--- src/rtl/core_sequencer.sv ---
// rtl/core_sequencer.sv - multi-cycle FETCH/DECODE/EXEC/MEM/WB control FSM for the RV32I core
//
// Ports:
//   clk, rst                        core clock, asynchronous active-low reset
//   run, step                       debug control: free-run level, single-step pulse
//   imem_req / imem_ack             instruction fetch handshake
//   ir_we                           latch instruction word into decoder
//   is_load, is_store, wb_en        decoded instruction class (valid from DECODE on)
//   dmem_req, dmem_we / dmem_ack    data memory handshake
//   rf_we, pc_we                    regfile write / PC advance strobes
//   halted, fault, state, retired   status and debug observation
module core_sequencer #(
    parameter int TIMEOUT = 16,
    parameter int CNT_W   = 32
) (
    input  logic             clk,
    input  logic             rst,
    input  logic             run,
    input  logic             step,
    output logic             imem_req,
    input  logic             imem_ack,
    output logic             ir_we,
    input  logic             is_load,
    input  logic             is_store,
    input  logic             wb_en,
    output logic             dmem_req,
    output logic             dmem_we,
    input  logic             dmem_ack,
    output logic             rf_we,
    output logic             pc_we,
    output logic             halted,
    output logic             fault,
    output logic [2:0]       state,
    output logic [CNT_W-1:0] retired
);

    typedef enum logic [2:0] {
        S_IDLE   = 3'd0,
        S_FETCH  = 3'd1,
        S_DECODE = 3'd2,
        S_EXEC   = 3'd3,
        S_MEM    = 3'd4,
        S_WB     = 3'd5,
        S_FAULT  = 3'd7
    } state_t;

    // The counter only has to reach TIMEOUT-1: the cycle that would make it
    // TIMEOUT is the one that leaves for FAULT instead.
    localparam int CW = (TIMEOUT > 1) ? $clog2(TIMEOUT) : 1;
    localparam logic [CW-1:0] WAIT_LAST = CW'(TIMEOUT - 1);

    state_t          state_q, state_d;
    logic [CW-1:0]   wait_cnt;
    logic            step_q;
    logic [CNT_W-1:0] retired_q;

    always_ff @(posedge clk or negedge rst) begin
        if (!rst) begin
            state_q   <= S_IDLE;
            wait_cnt  <= '0;
            step_q    <= 1'b0;
            retired_q <= '0;
        end else begin
            state_q <= state_d;

            // Wait counter restarts on every state change so each FETCH/MEM
            // visit gets a full TIMEOUT budget.
            if (state_d != state_q)
                wait_cnt <= '0;
            else if (state_q == S_FETCH || state_q == S_MEM)
                wait_cnt <= wait_cnt + 1'b1;

            // Single-step flag is only armed from IDLE while not free-running,
            // so pulses during an instruction or with run=1 are dropped.
            if (state_q == S_IDLE && step && !run)
                step_q <= 1'b1;
            else if (state_q == S_WB)
                step_q <= 1'b0;

            if (state_q == S_WB)
                retired_q <= retired_q + CNT_W'(1);
        end
    end

    always_comb begin
        state_d = state_q;
        case (state_q)
            S_IDLE:   if (run || step) state_d = S_FETCH;
            S_FETCH: begin
                if (imem_ack)                   state_d = S_DECODE;
                else if (wait_cnt == WAIT_LAST) state_d = S_FAULT;
            end
            S_DECODE: state_d = S_EXEC;
            S_EXEC:   state_d = (is_load || is_store) ? S_MEM : S_WB;
            S_MEM: begin
                if (dmem_ack)                   state_d = S_WB;
                else if (wait_cnt == WAIT_LAST) state_d = S_FAULT;
            end
            S_WB:     state_d = (run && !step_q) ? S_FETCH : S_IDLE;
            S_FAULT:  state_d = S_FAULT;
            default:  state_d = S_FAULT;
        endcase
    end

    // Moore decode of the state register; reset forces IDLE so every strobe
    // drops as soon as rst falls.
    always_comb begin
        imem_req = (state_q == S_FETCH);
        ir_we    = (state_q == S_DECODE);
        dmem_req = (state_q == S_MEM);
        dmem_we  = (state_q == S_MEM) && is_store;
        rf_we    = (state_q == S_WB) && wb_en && !is_store;
        pc_we    = (state_q == S_WB);
        halted   = (state_q == S_IDLE);
        fault    = (state_q == S_FAULT);
    end

    assign state   = state_q;
    assign retired = retired_q;

endmodule
--- config.mk ---
export PLATFORM = sky130hd
export DESIGN_NAME = core_sequencer
export DESIGN_NICKNAME = d
export VERILOG_FILES = /design/src/rtl/core_sequencer.sv
export SDC_FILE = /design/constraint.sdc
export NUM_CORES = 1
export LEC_CHECK = 0
export BUFFER_PORTS_ARGS = -buffer_cell sky130_fd_sc_hd__buf_4
export CORE_MARGIN = 1
export CORE_UTILIZATION = 55
export CTS_CLUSTER_DIAMETER = 50
export DETAILED_ROUTE_END_ITERATION = 12
export PLACE_DENSITY_LB_ADDON = 0.05
export SYNTH_ARGS = -nofsm -noshare
export SYNTH_HDL_FRONTEND = slang
export SYNTH_SLANG_ARGS = --single-unit
--- constraint.sdc ---
create_clock -name clk -period 3.07 [get_ports clk]
set_input_delay 0 -clock clk [delete_from_list [all_inputs] [get_ports clk]]
set_output_delay 0 -clock clk [all_outputs]
set_load 0.01 [all_outputs]
==> results.tsv, run 1 <==
stage	metric	value	unit
place	placed cell count	281	
timing	actual slew at the worst max-slew pin	717	ps
timing	max-slew violations	0	
timing	Fin Setup TNS	0	ps
floorplanning	Die Area	0.00396	mm2
global_route	All-Layer GR Usage	0.240	
global_route	pin count of the biggest net entering global routing	41	
min_path	Worst Hold Launch	dmem_ack	
worst_setup_path	CP Class	flop to flop	
clock_network	Sink Count	40	
synthesis	number of synthesized flops with an enable pin	0	
synthesis	register bit total from synthesis	40	
worst_setup_path	Critical Path Sink Type	flop	
timing	clock skew	8.63	ps
global_route	global-route wire length before repair	7400	um
layout	ANT cells	0	
timing	RSZ-0062 raised after global routing	no	
power_and_ir_drop	Pint	822	uW
worst_setup_path	critical path launch point	state[0]$_DFF_PN0_	
timing	slew margin rel.	0.519	
power_and_ir_drop	Pwr Density	395	mW/mm2
synthesis	Ys Warns	0	
clock_network	Clk Latency, worst-skew pair	290	ps
synthesis	Synth Flop Type	dfrtp_1	
clock_network	clock-pin transition on the worst setup and hold timing paths	80	ps
clock_network	CTS buffer count	5	
layout	Filler Cell Count	229	
power_and_ir_drop	VDD IR max	257	uV
power_and_ir_drop	clock power share	0.461	
layout	cell area after layout	0.00258	mm2
layout	Non-Filler Instances	290	
synthesis	post-synthesis average cell area	10.7	um2
synthesis	Seq/Total Area, Yosys	0.490	
timing	Fmax	0.514	GHz
routing	wire per inst	14.8	um
timing	Final period util	0.634	
routing	DRT iter0 DRCs	172	
synthesis	Synth top area share	0.490	
floorplanning	IO Count	52	
clock_network	Max Root-Sink Buffers	2	
worst_setup_path	Worst EP required	3250	ps
power_and_ir_drop	Comb pwr share	0.023	
routing	DRT Pass-1 Iters	4	
place	HPWL after DPL	3020	um
timing	count of final setup violators	0	
layout	Multi-input gate area	986	um2
synthesis	top cells by area, synth	dfrtp_1, xnor2_1, nand4_1	
power_and_ir_drop	Switching Share	0.194	
clock_network	htree depth	2	
power_and_ir_drop	share of power burned in registers	0.516	
power_and_ir_drop	leakage power of the design	0.00123	uW
clock_network	PostCTS Resize Cnt	0	
layout	Register Area	0.00100	mm2
place	PortBufs	51	
floorplanning	Cell Rows	21	
synthesis	Netlist Area Pre-Place	0.00204	mm2
timing	Hold Slack	24.1	ps
floorplanning	Chip Width	62.9	um
run	Max-Cap Viols	0	
power_and_ir_drop	Net Sw Power	198	uW
synthesis	Distinct cells, synth	42	
routing	DR DRC count	0	
global_route	vias in the first global route	1630	
layout	layout cells sized above 1	0.287	
global_route	GRT Residual Overflow	0	
layout	Layout Area Growth over Synthesis	26.3	%
place	GPL Wtd Cong	0.764	
timing	Fin. Hold Viols	0	
routing	Antenna Nets Post-Route	0	
status	status	completed	
layout	Nets	254	
floorplanning	starting density of the core	0.593	
routing	DRT Wirelength	4300	um
timing	Period minus WS final	1950	ps
place	placed cell area	0.00244	mm2
worst_setup_path	CP Launch Type	flop	
floorplanning	core area	0.00344	mm2
floorplanning	Die Y	62.9	um
worst_setup_path	peak fanout along the critical path	21	
synthesis	cell count after synthesis	191	
synthesis	area leader, netlist	dfrtp_1	
synthesis	most numerous cell in the Yosys netlist	dfrtp_1	
global_route	initial antenna violation count	0	
clock_network	root buffer cell	clkbuf_8	
clock_network	CTS tree	yes	
worst_setup_path	R2R Path Start	state[0]$_DFF_PN0_	
synthesis	syn nets	202	
routing	via count	1689	
synthesis	Synth async-reset ratio	1.00	
worst_setup_path	CP arrival	2130	ps
synthesis	Post-synth top cells	dfrtp_1, xnor2_1, nand2_1, nand3_1, nand4_1	
min_path	HP Class	input port to flop	
routing	vias per inst	5.82	
==> critical path, stage by stage, from the launching register on <==
cell and delay, ps:
dfrtp_1 760, nand3b_4 270, nor3_1 480, nand4_1 170, xnor2_1 150
==> placed cells by master, fill, tap and decap left out, types with 2 or more instances in the layout <==
| master | n |
|---|---|
| a21oi_1 | 2 |
| a31oi_1 | 2 |
| and2_1 | 3 |
| and3_1 | 7 |
| and4_1 | 3 |
| buf_4 | 51 |
| clkbuf_8 | 7 |
| dfrtp_1 | 40 |
| ha_1 | 2 |
| inv_1 | 4 |
| nand2_1 | 16 |
| nand3_1 | 14 |
| nand4_1 | 14 |
| nor2_1 | 3 |
| nor2_2 | 2 |
| nor3_1 | 10 |
| nor3_2 | 2 |
| nor4b_1 | 2 |
| o21ai_0 | 5 |
| xnor2_1 | 31 |
| xor2_1 | 3 |
==> cell families after synthesis <==
family                     count (synthesis)  share of synthesized area
AOI/OAI and AO/OA                         17                     0.0564
adders and majority gates                  2                     0.0123
muxes                                      1                    0.00490
and+or+nand+nor                           86                      0.263
DFF                                       40                      0.490
buffers and inverters                     11                     0.0270
xor gates and xnor gates                  34                      0.146
==> layout make-up <==
| class | instances | share of cell area |
|---|---|---|
| timing repair buffer | 52 | 0.152 |
| tap | 46 | 0.0223 |
| clock buffer | 7 | 0.0374 |
| inverter | 4 | 0.00582 |
| sequential | 40 | 0.388 |
| multi-input combinational | 140 | 0.382 |
| clock inverter | 1 | 0.0116 |
==> per-layer routing <==
layer,GRT usage,part of all wire,routed length [um]
met4,0.102,0.019,80
met2,0.403,0.50,2160
met3,0.0620,0.047,201
met1,0.289,0.43,1850
met5,0,0,0
==> what timing repair did <==
action | in CTS | in global routing
setup buffers | 0 | 0
hold endpoints to repair | 40 | 0
endpoints found under the setup margin | 0 | 0
hold buffers | 1 | 0
==> power groups by stage <==
stage	Sequential, uW	Combinational, uW	Clock, uW
after floorplan	537	2.27	0
after global placement	537	22.1	0
after detailed placement	537	23.0	0
after CTS	526	23.9	479
after global routing	526	26.2	506
final	526	23.1	470
==> sequential cells by signal, indices dropped and copies added, names as in the netlist <==
name / flops
retired: 32
state: 3
wait_cnt: 4
step_q: 1
==> worst paths after layout <==
| kind | slack [ps] | cells after the start | endpoint |
|---|---|---|---|
| setup / recovery | 1120 | 4 | retired[11]$_DFFE_PN0P_ |
| hold / removal | 20 | 3 | state[0]$_DFF_PN0_ |
| setup reg to reg | 1120 | 4 | retired[11]$_DFFE_PN0P_ |
| hold reg to reg | 480 | 1 | retired[31]$_DFFE_PN0P_ |
| max in group asynchronous | 2510 | 2 | wait_cnt[2]$_DFFE_PN0P_ |
| min in group asynchronous | 210 | 2 | retired[13]$_DFFE_PN0P_ |
==> through the flow <==
step	setup WS [ps]	utilization	power [uW]
6_report	1120	0.749	1020
5_1_grt	952	0.749	1060
3_3_place_gp	1280	0.710	559
2_1_floorplan	1490	-	539
4_1_cts	1150	0.749	1030
3_5_place_dp	1160	0.710	560
No activity file was read; power rests on OpenSTA's default activity.
==> run 2: changes to the inputs <==
Settings changed: CORE_UTILIZATION 55 to 52.
Clock period 3.07 ns to 2 ns, I/O delays scaled along.
==> run 2 against run 1 <==
Net effect:
- worst hold slack about the same
- sequential power up 54%
- first-iteration DRC count down 27%
- cell area about the same
- utilization down 5.5 points
- cell count up 1.7%
- combinational power up 54%
- count of clock-buffer cells in the layout down 1
- highest routed layer unchanged
==> results.tsv, run 2 (synthesized netlist as in run 1, its figures left out) <==
stage	metric	value	unit	change
timing	fin worst setup slack	205	ps	-920 ps
clock_network	clock-pin transition on the worst setup and hold timing paths	80	ps	about the same
power_and_ir_drop	share of power burned in registers	0.575		+0.059
min_path	hold path endpoint	state[0]$_DFF_PN0_		
floorplanning	Die Y	64.7	um	+2.8%
clock_network	htree depth	2		unchanged
timing	Period minus WS final	1800	ps	-150 ps
floorplanning	Die Area	0.00418	mm2	+5.6%
place	pre-CTS setup slack	158	ps	-1000 ps
worst_setup_path	R2R Path Start	wait_cnt[0]$_DFFE_PN0P_		
worst_setup_path	FF-to-FF setup slack	200	ps	-920 ps
routing	Antenna Nets Post-Route	0		unchanged
worst_setup_path	peak fanout along the critical path	5		-76%
layout	ANT cells	0		unchanged
floorplanning	core area	0.00372	mm2	+8.0%
timing	max-slew violations	0		unchanged
timing	actual slew at the worst max-slew pin	505	ps	-211 ps
layout	cell area after layout	0.00258	mm2	about the same
timing	slew margin rel.	0.663		+0.144
power_and_ir_drop	Pwr Density	544	mW/mm2	+38%
routing	wire per inst	14.9	um	+0.59%
clock_network	postcts setup bufs	0		unchanged
global_route	pin count of the biggest net entering global routing	41		unchanged
layout	Layout Area Growth over Synthesis	26.4	%	about the same
timing	clock skew	5.16	ps	-3.47 ps
place	placed cell area	0.00247	mm2	+1.0%
layout	leading cell type in the layout, fill and taps excluded	buf_4		
routing	vias per inst	5.81		-0.30%
min_path	HP Class	input port to flop		
run	Max-Cap Viols	0		unchanged
worst_setup_path	Critical Path Sink Type	flop		
routing	DRT iter0 DRCs	126		-27%
worst_setup_path	CP cell instances	ha_1, a31oi_1, a21oi_1, o31a_1, nor4b_2		
place	GPL Wtd Cong	0.844		+10%
timing	RSZ-0062 raised after global routing	no		
layout	Largest register FFs	32		unchanged
floorplanning	Chip Width	64.7	um	+2.8%
global_route	global-route wire length before repair	7410	um	about the same
routing	DRT Pass-1 Iters	4		unchanged
clock_network	Max Root-Sink Buffers	2		unchanged
worst_setup_path	Slowest-stage cell, CP	dfrtp_1		
layout	layout cells sized above 1	0.300		+0.0127
min_path	Worst Hold Launch	dmem_ack		
worst_setup_path	CP Class	flop to flop		
global_route	GRT Residual Overflow	0		unchanged
clock_network	CTS tree	yes		
worst_setup_path	CP arrival	1980	ps	-150 ps
routing	via count	1713		+1.4%
power_and_ir_drop	Pint	1100	uW	+34%
clock_network	Clk Latency, worst-skew pair	290	ps	about the same
floorplanning	IO Count	52		unchanged
status	status	completed		
power_and_ir_drop	leakage power of the design	0.00123	uW	-0.31%
power_and_ir_drop	Net Sw Power	305	uW	+54%
power_and_ir_drop	VDD IR max	498	uV	+94%
worst_setup_path	crit path buf inv count	0		unchanged
layout	Nets	257		+1.2%
worst_setup_path	FF-to-FF path depth	5		+1
global_route	All-Layer GR Usage	0.229		-0.0111
global_route	vias in the first global route	1575		-3.4%
timing	count of final setup violators	0		unchanged
timing	Fin. Hold Viols	0		unchanged
timing	Fmax	0.557	GHz	+8.4%
clock_network	root buffer cell	clkbuf_8		
clock_network	CTS buffer count	5		unchanged
layout	Filler Cell Count	294		+28%
worst_setup_path	critical path's largest stage delay	410	ps	-350 ps
timing	Fin Setup TNS	0	ps	unchanged
floorplanning	Cell Rows	22		+4.8%
worst_setup_path	Largest delay share family, worst path	compound AO/OA/AOI/OAI gates		
worst_setup_path	RR Endpoint	wait_cnt[2]$_DFFE_PN0P_		
place	HPWL after DPL	3170	um	+5.1%
global_route	initial antenna violation count	0		unchanged
worst_setup_path	Worst EP required	2190	ps	-1060 ps
layout	most frequent cells in the layout	buf_4, dfrtp_1, xnor2_1		
power_and_ir_drop	clock power share	0.400		-0.061
routing	DR DRC count	0		unchanged
timing	Final period util	0.898		+0.264
clock_network	Sink Count	40		unchanged
power_and_ir_drop	Switching Share	0.217		+0.0228
power_and_ir_drop	Comb pwr share	0.025		+0.002
routing	DRT Wirelength	4400	um	+2.3%
min_path	hold depth	3		unchanged
worst_setup_path	CP Launch Type	flop		
place	PortBufs	51		unchanged
floorplanning	starting density of the core	0.549		-0.0437
## run 2: worst reg2reg max path, stage by stage (launching register included)
cell and delay (ps):
dfrtp_1 410, ha_1 270, a31oi_1 300, a21oi_1 110, o31a_1 300, nor4b_2 300
## run 2: worst max-delay path by stage
| stage | slack (ps) | from | to | depth (start not counted) |
|---|---|---|---|---|
| 2_1_floorplan | 420 | wait_cnt[0]$_DFFE_PN0P_ | wait_cnt[2]$_DFFE_PN0P_ | 5 |
| 3_3_place_gp | 320 | state[2]$_DFF_PN0_ | wait_cnt[0]$_DFFE_PN0P_ | 4 |
| 3_5_place_dp | 160 | wait_cnt[0]$_DFFE_PN0P_ | wait_cnt[2]$_DFFE_PN0P_ | 5 |
| 4_1_cts | 150 | wait_cnt[0]$_DFFE_PN0P_ | wait_cnt[2]$_DFFE_PN0P_ | 5 |
| 5_1_grt | 20 | state[2]$_DFF_PN0_ | retired[11]$_DFFE_PN0P_ | 4 |
| 6_report | 200 | wait_cnt[0]$_DFFE_PN0P_ | wait_cnt[2]$_DFFE_PN0P_ | 5 |
## run 2: per-layer routing
metal	global-route usage	share of wire
met5	0	0
met4	0.0639	0.014
met3	0.0546	0.046
met2	0.384	0.50
met1	0.295	0.44
## run 2: timing repair
| action | 4_1_cts | 5_1_grt |
|---|---|---|
| hold buffers | 1 | 0 |
| hold endpoints to repair | 40 | 0 |
| setup endpoints to repair | 0 | 1 |
| resized for setup | 0 | 1 |
## run 2: area by class of cell
class / count / area (um2) / area share
clock inverters: 2 / 15.0 / 0.00582
inverters: 4 / 15.0 / 0.00582
multi-input cells: 140 / 992 / 0.384
flip-flops and latches: 40 / 1000 / 0.388
well taps: 48 / 60.1 / 0.0233
repair buffers: 55 / 415 / 0.161
clock buffers: 6 / 82.6 / 0.0320
## run 2: power by group through the flow
stage | clock, uW | combinational (uW) | sequential (uW)
floorplan | 0 | 3.49 | 824
global placement | 0 | 34.0 | 824
detailed placement | 0 | 35.0 | 824
CTS | 576 | 36.6 | 808
global route | 600 | 40.6 | 808
finish | 561 | 35.6 | 808
## run 2: through the flow
| step | hold slack [ps] | total power, uW | std cells | utilization |
|---|---|---|---|---|
| global placement | -5.84 | 858 | 286 | 0.664 |
| finish | 24.5 | 1400 | 295 | 0.695 |
| detailed placement | 1.70 | 859 | 286 | 0.664 |
| floorplan | -296 | 828 | 191 | - |
| CTS | 8.01 | 1420 | 295 | 0.693 |
| global route | 27.0 | 1450 | 295 | 0.695 |
